[config.mk]
export PLATFORM = sky130hd
export DESIGN_NAME = rv_program_loader
export DESIGN_NICKNAME = d
export VERILOG_FILES = /design/src/rtl/rv_program_loader.sv
export SDC_FILE = /design/constraint.sdc
export NUM_CORES = 1
export LEC_CHECK = 0
export CAP_MARGIN = 20
export CORE_MARGIN = 3
export CORE_UTILIZATION = 42
export CTS_CLUSTER_SIZE = 16
export DETAILED_ROUTE_END_ITERATION = 6
export GPL_TIMING_DRIVEN = 0
export MAX_ROUTING_LAYER = met4
export PLACE_DENSITY = 0.78
export SLEW_MARGIN = 0
export SYNTH_ARGS = -nofsm -noshare
export SYNTH_HDL_FRONTEND = slang
export SYNTH_SLANG_ARGS = --single-unit
[constraint.sdc]
create_clock -name clk -period 2.6 [get_ports clk]
set_input_delay 0.65 -clock clk [delete_from_list [all_inputs] [get_ports clk]]
set_output_delay 0.65 -clock clk [all_outputs]
set_load 0.02 [all_outputs]
[src/rtl/rv_program_loader.sv]
// rv_program_loader
// Packs decoded RV32I instruction fields into 32-bit instruction words and
// writes them to consecutive instruction-memory words. The core is held
// until the program has been loaded.
//
// Ports
//   clk, rst_n          clock, synchronous active-low reset
//   start               one-cycle pulse, begins a load session
//   in_valid/in_ready   field beat handshake (in_ready is registered)
//   in_fmt..in_last     decoded fields: format, opcode, funct3, funct7,
//                       rd/rs1/rs2, sign-extended immediate, last-beat flag
//   imem_we/addr/wdata  instruction-memory write port (one cycle after accept)
//   cpu_hold            keeps the core frozen while loading or after an abort
//   done, err           program loaded / load aborted
module rv_program_loader #(
  parameter int unsigned DEPTH     = 1024,
  parameter logic [31:0] BASE_ADDR = 32'h0000_0000
) (
  input  logic        clk,
  input  logic        rst_n,
  input  logic        start,
  input  logic        in_valid,
  output logic        in_ready,
  input  logic [2:0]  in_fmt,
  input  logic [6:0]  in_opcode,
  input  logic [2:0]  in_funct3,
  input  logic [6:0]  in_funct7,
  input  logic [4:0]  in_rd,
  input  logic [4:0]  in_rs1,
  input  logic [4:0]  in_rs2,
  input  logic [31:0] in_imm,
  input  logic        in_last,
  output logic        imem_we,
  output logic [31:0] imem_addr,
  output logic [31:0] imem_wdata,
  output logic        cpu_hold,
  output logic        done,
  output logic        err
);

  // Counter must be able to hold DEPTH itself so overflow is detectable.
  localparam int unsigned CW = $clog2(DEPTH + 1);
  localparam logic [CW-1:0] DEPTH_C = CW'(DEPTH);

  typedef enum logic [1:0] {S_IDLE, S_LOAD, S_DONE, S_ERROR} state_e;

  state_e        state_q;
  logic [CW-1:0] count_q;
  logic          in_ready_q, imem_we_q, cpu_hold_q, done_q, err_q;
  logic [31:0]   imem_addr_q, imem_wdata_q;

  logic [31:0]   wdata_d, addr_d;
  logic          fmt_legal;

  // Field packing; formats 6/7 are flagged illegal and never written.
  always_comb begin
    wdata_d   = 32'h0;
    fmt_legal = 1'b1;
    case (in_fmt)
      3'd0: wdata_d = {in_funct7, in_rs2, in_rs1, in_funct3, in_rd, in_opcode};
      3'd1: wdata_d = {in_imm[11:0], in_rs1, in_funct3, in_rd, in_opcode};
      3'd2: wdata_d = {in_imm[11:5], in_rs2, in_rs1, in_funct3, in_imm[4:0], in_opcode};
      3'd3: wdata_d = {in_imm[12], in_imm[10:5], in_rs2, in_rs1, in_funct3,
                       in_imm[4:1], in_imm[11], in_opcode};
      3'd4: wdata_d = {in_imm[31:12], in_rd, in_opcode};
      3'd5: wdata_d = {in_imm[20], in_imm[10:1], in_imm[11], in_imm[19:12],
                       in_rd, in_opcode};
      default: fmt_legal = 1'b0;
    endcase
  end

  // Word address wraps modulo 2^32 by construction of the 32-bit add.
  assign addr_d = BASE_ADDR + (32'(count_q) << 2);

  always_ff @(posedge clk) begin
    if (!rst_n) begin
      state_q      <= S_IDLE;
      count_q      <= '0;
      in_ready_q   <= 1'b0;
      imem_we_q    <= 1'b0;
      imem_addr_q  <= 32'h0;
      imem_wdata_q <= 32'h0;
      cpu_hold_q   <= 1'b1;
      done_q       <= 1'b0;
      err_q        <= 1'b0;
    end else begin
      imem_we_q <= 1'b0;  // strobe is one cycle wide
      case (state_q)
        S_IDLE, S_DONE, S_ERROR: begin
          if (start) begin
            state_q    <= S_LOAD;
            count_q    <= '0;
            in_ready_q <= 1'b1;
            cpu_hold_q <= 1'b1;
            done_q     <= 1'b0;
            err_q      <= 1'b0;
          end
        end
        S_LOAD: begin
          if (in_valid && in_ready_q) begin
            if (!fmt_legal || count_q == DEPTH_C) begin
              // Abort without writing; earlier words stay in memory.
              state_q    <= S_ERROR;
              in_ready_q <= 1'b0;
              err_q      <= 1'b1;
            end else begin
              imem_we_q    <= 1'b1;
              imem_addr_q  <= addr_d;
              imem_wdata_q <= wdata_d;
              count_q      <= count_q + CW'(1);
              if (in_last) begin
                state_q    <= S_DONE;
                in_ready_q <= 1'b0;
                done_q     <= 1'b1;
                cpu_hold_q <= 1'b0;
              end
            end
          end
        end
        default: state_q <= S_IDLE;
      endcase
    end
  end

  assign in_ready   = in_ready_q;
  assign imem_we    = imem_we_q;
  assign imem_addr  = imem_addr_q;
  assign imem_wdata = imem_wdata_q;
  assign cpu_hold   = cpu_hold_q;
  assign done       = done_q;
  assign err        = err_q;

endmodule

==> flow_results.xml <==
<?xml version="1.0" encoding="UTF-8"?>
<metrics>
  <group name="outcome">
    <metric name="run_status" unit="">finished clean</metric>
  </group>
  <group name="logic_synthesis">
    <metric name="post-synth-top-area-cell" unit="">sky130_fd_sc_hd__dfxtp_1</metric>
    <metric name="synthTopCellsByArea" unit="">sky130_fd_sc_hd__dfxtp_1, sky130_fd_sc_hd__nand3_1, sky130_fd_sc_hd__mux2i_1, sky130_fd_sc_hd__buf_4, sky130_fd_sc_hd__nand2_1</metric>
    <metric name="synthesized_cell_area" unit="sq mm">0.00318</metric>
    <metric name="postSynthCellCount" unit="">352</metric>
    <metric name="yosysWarningCount" unit="">0</metric>
    <metric name="asyncSetResetFlopFracSynth" unit="%">0</metric>
    <metric name="synth_top_cell_area_share" unit="%">38.5</metric>
    <metric name="proportion_of_synthesized_chip_area_in_sequential_cells" unit="%">38.5</metric>
    <metric name="synthDistinctLibCells" unit="">50</metric>
    <metric name="synth_top_flop_cell" unit="">sky130_fd_sc_hd__dfxtp_1</metric>
    <metric name="postSynthRegisterBits" unit="">61</metric>
    <metric name="synth_enable_flop_cells" unit="">0</metric>
    <metric name="syn_area_per_cell" unit="sq um">9.02</metric>
  </group>
  <group name="setup_path">
    <metric name="cp-start-kind" unit="">primary input</metric>
    <metric name="r2r.worst_path.cells" unit="">8</metric>
    <metric name="r2r-end" unit="">imem_addr[9]</metric>
    <metric name="critical-path-slowest-cell" unit="">sky130_fd_sc_hd__a2111oi_0</metric>
    <metric name="crit_reg_reg_startpoint" unit="">count_q[0]</metric>
    <metric name="critPathBufInv" unit="">2</metric>
    <metric name="slowest_delay" unit="ns">0.66</metric>
    <metric name="timing.setup.critical_path_class" unit="">primary input to flip-flop</metric>
    <metric name="worstPathCellList" unit="">clkdlybuf4s50_1 &gt; clkbuf_1 &gt; nand2_1 &gt; o311ai_4 &gt; a2111oi_0 &gt; mux2i_1</metric>
    <metric name="critPathRequiredTime" unit="ns">2.87</metric>
    <metric name="flop2flop_setup_slack" unit="ns">0.40</metric>
    <metric name="path_delay_family" unit="">compound AO/OA/AOI/OAI gates</metric>
    <metric name="cp.arrival" unit="ns">2.79</metric>
    <metric name="timing.critical_path.fanout_max" unit="">10</metric>
    <metric name="worst_setup_path_end_kind" unit="">flip-flop</metric>
  </group>
  <group name="route">
    <metric name="finalWirelength" unit="microns">9010</metric>
    <metric name="highest_layer_used_for_signal_routing" unit="">met4</metric>
    <metric name="wl_met1" unit="microns">3780</metric>
    <metric name="drt_first_pass_iters" unit="">5</metric>
    <metric name="post-route-drc-count" unit="">0</metric>
    <metric name="drt-vias-per-instance" unit="">5.24</metric>
    <metric name="route.antenna.remaining_nets" unit="">0</metric>
    <metric name="met3WireLength" unit="microns">756</metric>
    <metric name="drt_first_iter_violations" unit="">156</metric>
    <metric name="detail_route.wl_per_cell" unit="microns">14.9</metric>
    <metric name="met2_wirelength" unit="microns">4430</metric>
    <metric name="routed-via-count" unit="">3167</metric>
  </group>
  <group name="sta">
    <metric name="total_neg_setup_slack" unit="ns">0</metric>
    <metric name="finalSetupViolCount" unit="">0</metric>
    <metric name="final.period_utilization" unit="%">97.2</metric>
    <metric name="worst_hold_slack" unit="ns">0.445</metric>
    <metric name="fmaxAchievable" unit="GHz">0.396</metric>
    <metric name="rsz0062_at_grt" unit="">false</metric>
    <metric name="final.setup_skew" unit="ns">0.00866</metric>
    <metric name="report.final.slew_viol_count" unit="">0</metric>
    <metric name="final.min_clock_period" unit="ns">2.53</metric>
    <metric name="number_of_failing_hold_endpoints_at_the_final_stage" unit="">0</metric>
    <metric name="timing.max_slew.rel_slack" unit="%">48.4</metric>
    <metric name="max_slew.worst_pin.slew" unit="ns">0.767</metric>
  </group>
  <group name="flow_run">
    <metric name="max-cap-violations" unit="">0</metric>
  </group>
  <group name="layout">
    <metric name="drive_above_1_share" unit="%">13.3</metric>
    <metric name="insertedDiodeCount" unit="">0</metric>
    <metric name="area.growth.synth_to_final" unit="%">48.7</metric>
    <metric name="final_instance_count_without_filler_cells" unit="">604</metric>
    <metric name="number_of_nets_in_the_finished_design" unit="">574</metric>
  </group>
  <group name="grt">
    <metric name="grt_antenna_before_repair" unit="">0</metric>
    <metric name="grt_start_max_net_pins" unit="">11</metric>
    <metric name="grt_pass1_wl" unit="microns">14700</metric>
    <metric name="grt-ovfl-total" unit="">0</metric>
    <metric name="via_count_of_the_first_global_routing_pass" unit="">3056</metric>
    <metric name="track_usage" unit="%">21.8</metric>
  </group>
  <group name="place">
    <metric name="place.port_buffers" unit="">117</metric>
    <metric name="dpl.hpwl" unit="microns">7000</metric>
    <metric name="gp_congestion" unit="">0.835</metric>
    <metric name="placed_cell_count" unit="">588</metric>
  </group>
  <group name="clock_tree">
    <metric name="clock_tree.buffer_depth" unit="">2</metric>
    <metric name="htreeDepth" unit="">3</metric>
    <metric name="cts_hold_buffers" unit="">0</metric>
    <metric name="cts.clk_slew.worst_paths" unit="ns">0.07</metric>
    <metric name="post-cts-setup-buffer-count" unit="">0</metric>
    <metric name="worst_skew_late_latency" unit="ns">0.33</metric>
    <metric name="cts_resized" unit="">0</metric>
    <metric name="tritoncts_num_sinks" unit="">61</metric>
    <metric name="cts_tree" unit="">built</metric>
    <metric name="cts_made_buffers" unit="">9</metric>
    <metric name="cts-root-buf" unit="">sky130_fd_sc_hd__clkbuf_8</metric>
  </group>
  <group name="power_and_ir_drop">
    <metric name="power.density" unit="mW/mm^2">440</metric>
    <metric name="peakVddDrop" unit="V">0.000245</metric>
    <metric name="p_leak" unit="nW">2.00</metric>
  </group>
  <group name="floorplanning">
    <metric name="placement_rows" unit="">31</metric>
    <metric name="die_y_extent" unit="microns">93.0</metric>
    <metric name="area_of_the_die" unit="sq mm">0.00864</metric>
    <metric name="boundaryPins" unit="">141</metric>
    <metric name="placeableCoreArea" unit="sq mm">0.00729</metric>
    <metric name="die_width" unit="microns">93.0</metric>
    <metric name="initial_core_util" unit="%">43.5</metric>
  </group>
  <group name="min_path">
    <metric name="holdCritStartpoint" unit="">imem_addr[4]</metric>
    <metric name="hold-path-cell-count" unit="">2</metric>
    <metric name="whs_endpoint" unit="">imem_addr[4]</metric>
    <metric name="hold_class" unit="">flip-flop to flip-flop</metric>
  </group>
</metrics>
-- cells in the mapped netlist, types with 3 or more instances --
library cell and n:
sky130_fd_sc_hd__a21oi_1 9, sky130_fd_sc_hd__a221oi_1 11, sky130_fd_sc_hd__mux2i_1 17, sky130_fd_sc_hd__and2_1 3
sky130_fd_sc_hd__buf_4 21, sky130_fd_sc_hd__o211ai_1 5, sky130_fd_sc_hd__buf_2 5, sky130_fd_sc_hd__dfxtp_1 61
sky130_fd_sc_hd__buf_6 4, sky130_fd_sc_hd__o31ai_1 3, sky130_fd_sc_hd__o211a_1 14, sky130_fd_sc_hd__nand3_1 39
sky130_fd_sc_hd__a32oi_1 5, sky130_fd_sc_hd__inv_1 6, sky130_fd_sc_hd__a22oi_1 7, sky130_fd_sc_hd__nand2_1 40
sky130_fd_sc_hd__or3_1 5, sky130_fd_sc_hd__o21ai_0 14, sky130_fd_sc_hd__nor2_1 13, sky130_fd_sc_hd__nor2b_1 5
sky130_fd_sc_hd__nand2b_1 3, sky130_fd_sc_hd__nor3b_2 11, sky130_fd_sc_hd__clkbuf_1 17
-- per-layer routing --
| layer | vias to the layer above | global-route usage, % |
|---|---|---|
| met5 | - | - |
| met4 | 0 | 6.35 |
| met2 | 142 | 36.2 |
| met1 | 1481 | 26.1 |
| li1 | 1540 | - |
| met3 | 4 | 5.44 |
-- sequential cells by signal, indices dropped and copies added, names as in the netlist --
signal and count:
imem_wdata 32, count_q 11, imem_addr 11, state_q 2, cpu_hold 1, done 1
err 1, imem_we 1, in_ready 1
-- report_power, final --
part	internal [mW]	switching [mW]
logic	0.194	0.174
registers	0.950	0.00948
clock network	0.393	0.356
-- final cells by class --
cell class	count	area, sq um
plain buffers	49	315
clock buffers	12	155
clock inverters	4	22.5
fillers	649	2570
inverters	6	22.5
multi-input cells	256	1690
flip-flops and latches	61	1220
well taps	99	124
repair buffers	117	1170
-- stage by stage --
step	power (mW)	worst slack, ns	area, sq um	util (%)
2_1_floorplan	1.17	0.557	3250	-
3_3_place_gp	1.34	-0.132	4550	62.3
3_5_place_dp	1.34	-0.213	4550	62.3
4_1_cts	2.09	0.136	4720	64.8
5_1_grt	2.17	0.0305	4720	64.8
6_report	2.08	0.0733	4720	64.8
-- worst max-delay path by stage --
stage	to	depth (start not counted)	from
after floorplan	imem_wdata[28]	6	in_fmt[2]
after global placement	count_q[10]	6	in_fmt[1]
after detailed placement	count_q[10]	6	in_fmt[1]
after CTS	count_q[10]	6	in_fmt[1]
after global routing	count_q[10]	6	in_fmt[1]
final	count_q[10]	6	in_fmt[1]
-- cells in the final DEF, fill, tap and decap left out, types with 2 or more instances in the layout --
cell type                         instances
sky130_fd_sc_hd__a21oi_1                  9
sky130_fd_sc_hd__a221oi_1                11
sky130_fd_sc_hd__a22oi_1                  7
sky130_fd_sc_hd__a32oi_1                  5
sky130_fd_sc_hd__and2_1                   3
sky130_fd_sc_hd__buf_2                    5
sky130_fd_sc_hd__buf_4                   21
sky130_fd_sc_hd__buf_6                    4
sky130_fd_sc_hd__clkbuf_1                18
sky130_fd_sc_hd__clkbuf_8                11
sky130_fd_sc_hd__clkdlybuf4s50_1        117
sky130_fd_sc_hd__clkinv_2                 3
sky130_fd_sc_hd__conb_1                  21
sky130_fd_sc_hd__dfxtp_1                 61
sky130_fd_sc_hd__ha_1                     2
sky130_fd_sc_hd__inv_1                    6
sky130_fd_sc_hd__mux2_2                   2
sky130_fd_sc_hd__mux2i_1                 17
sky130_fd_sc_hd__nand2_1                 40
sky130_fd_sc_hd__nand2b_1                 3
sky130_fd_sc_hd__nand3_1                 39
sky130_fd_sc_hd__nand4_1                  2
sky130_fd_sc_hd__nor2_1                  13
sky130_fd_sc_hd__nor2b_1                  5
sky130_fd_sc_hd__nor3b_2                 11
sky130_fd_sc_hd__o211a_1                 14
sky130_fd_sc_hd__o211ai_1                 5
sky130_fd_sc_hd__o21a_1                   2
sky130_fd_sc_hd__o21ai_0                 14
sky130_fd_sc_hd__o21ai_2                  2
sky130_fd_sc_hd__o31ai_1                  3
sky130_fd_sc_hd__or3_1                    5
sky130_fd_sc_hd__or4_1                    2
sky130_fd_sc_hd__or4b_4                   2
-- worst reg2reg max path: cells and delay by family, from the launching register on --
kind | cells | cell delay (ns)
buffers and inverters | 3 | 0.50
AOI/OAI and AO/OA | 1 | 0.50
adders and majority gates | 1 | 0.14
DFF | 1 | 0.35
and+or+nand+nor | 3 | 0.66
-- cell families after synthesis --
logic type               share of synthesized area (%)
other                                            0.118
adder cells (fa/ha/maj)                          0.788
AO/OA/AOI/OAI                                     21.0
AND/OR/NAND/NOR                                   22.9
multiplexers                                      6.07
flip-flops                                        38.5
buffers and inverters                             10.6
(Power assumes the default switching activity.)
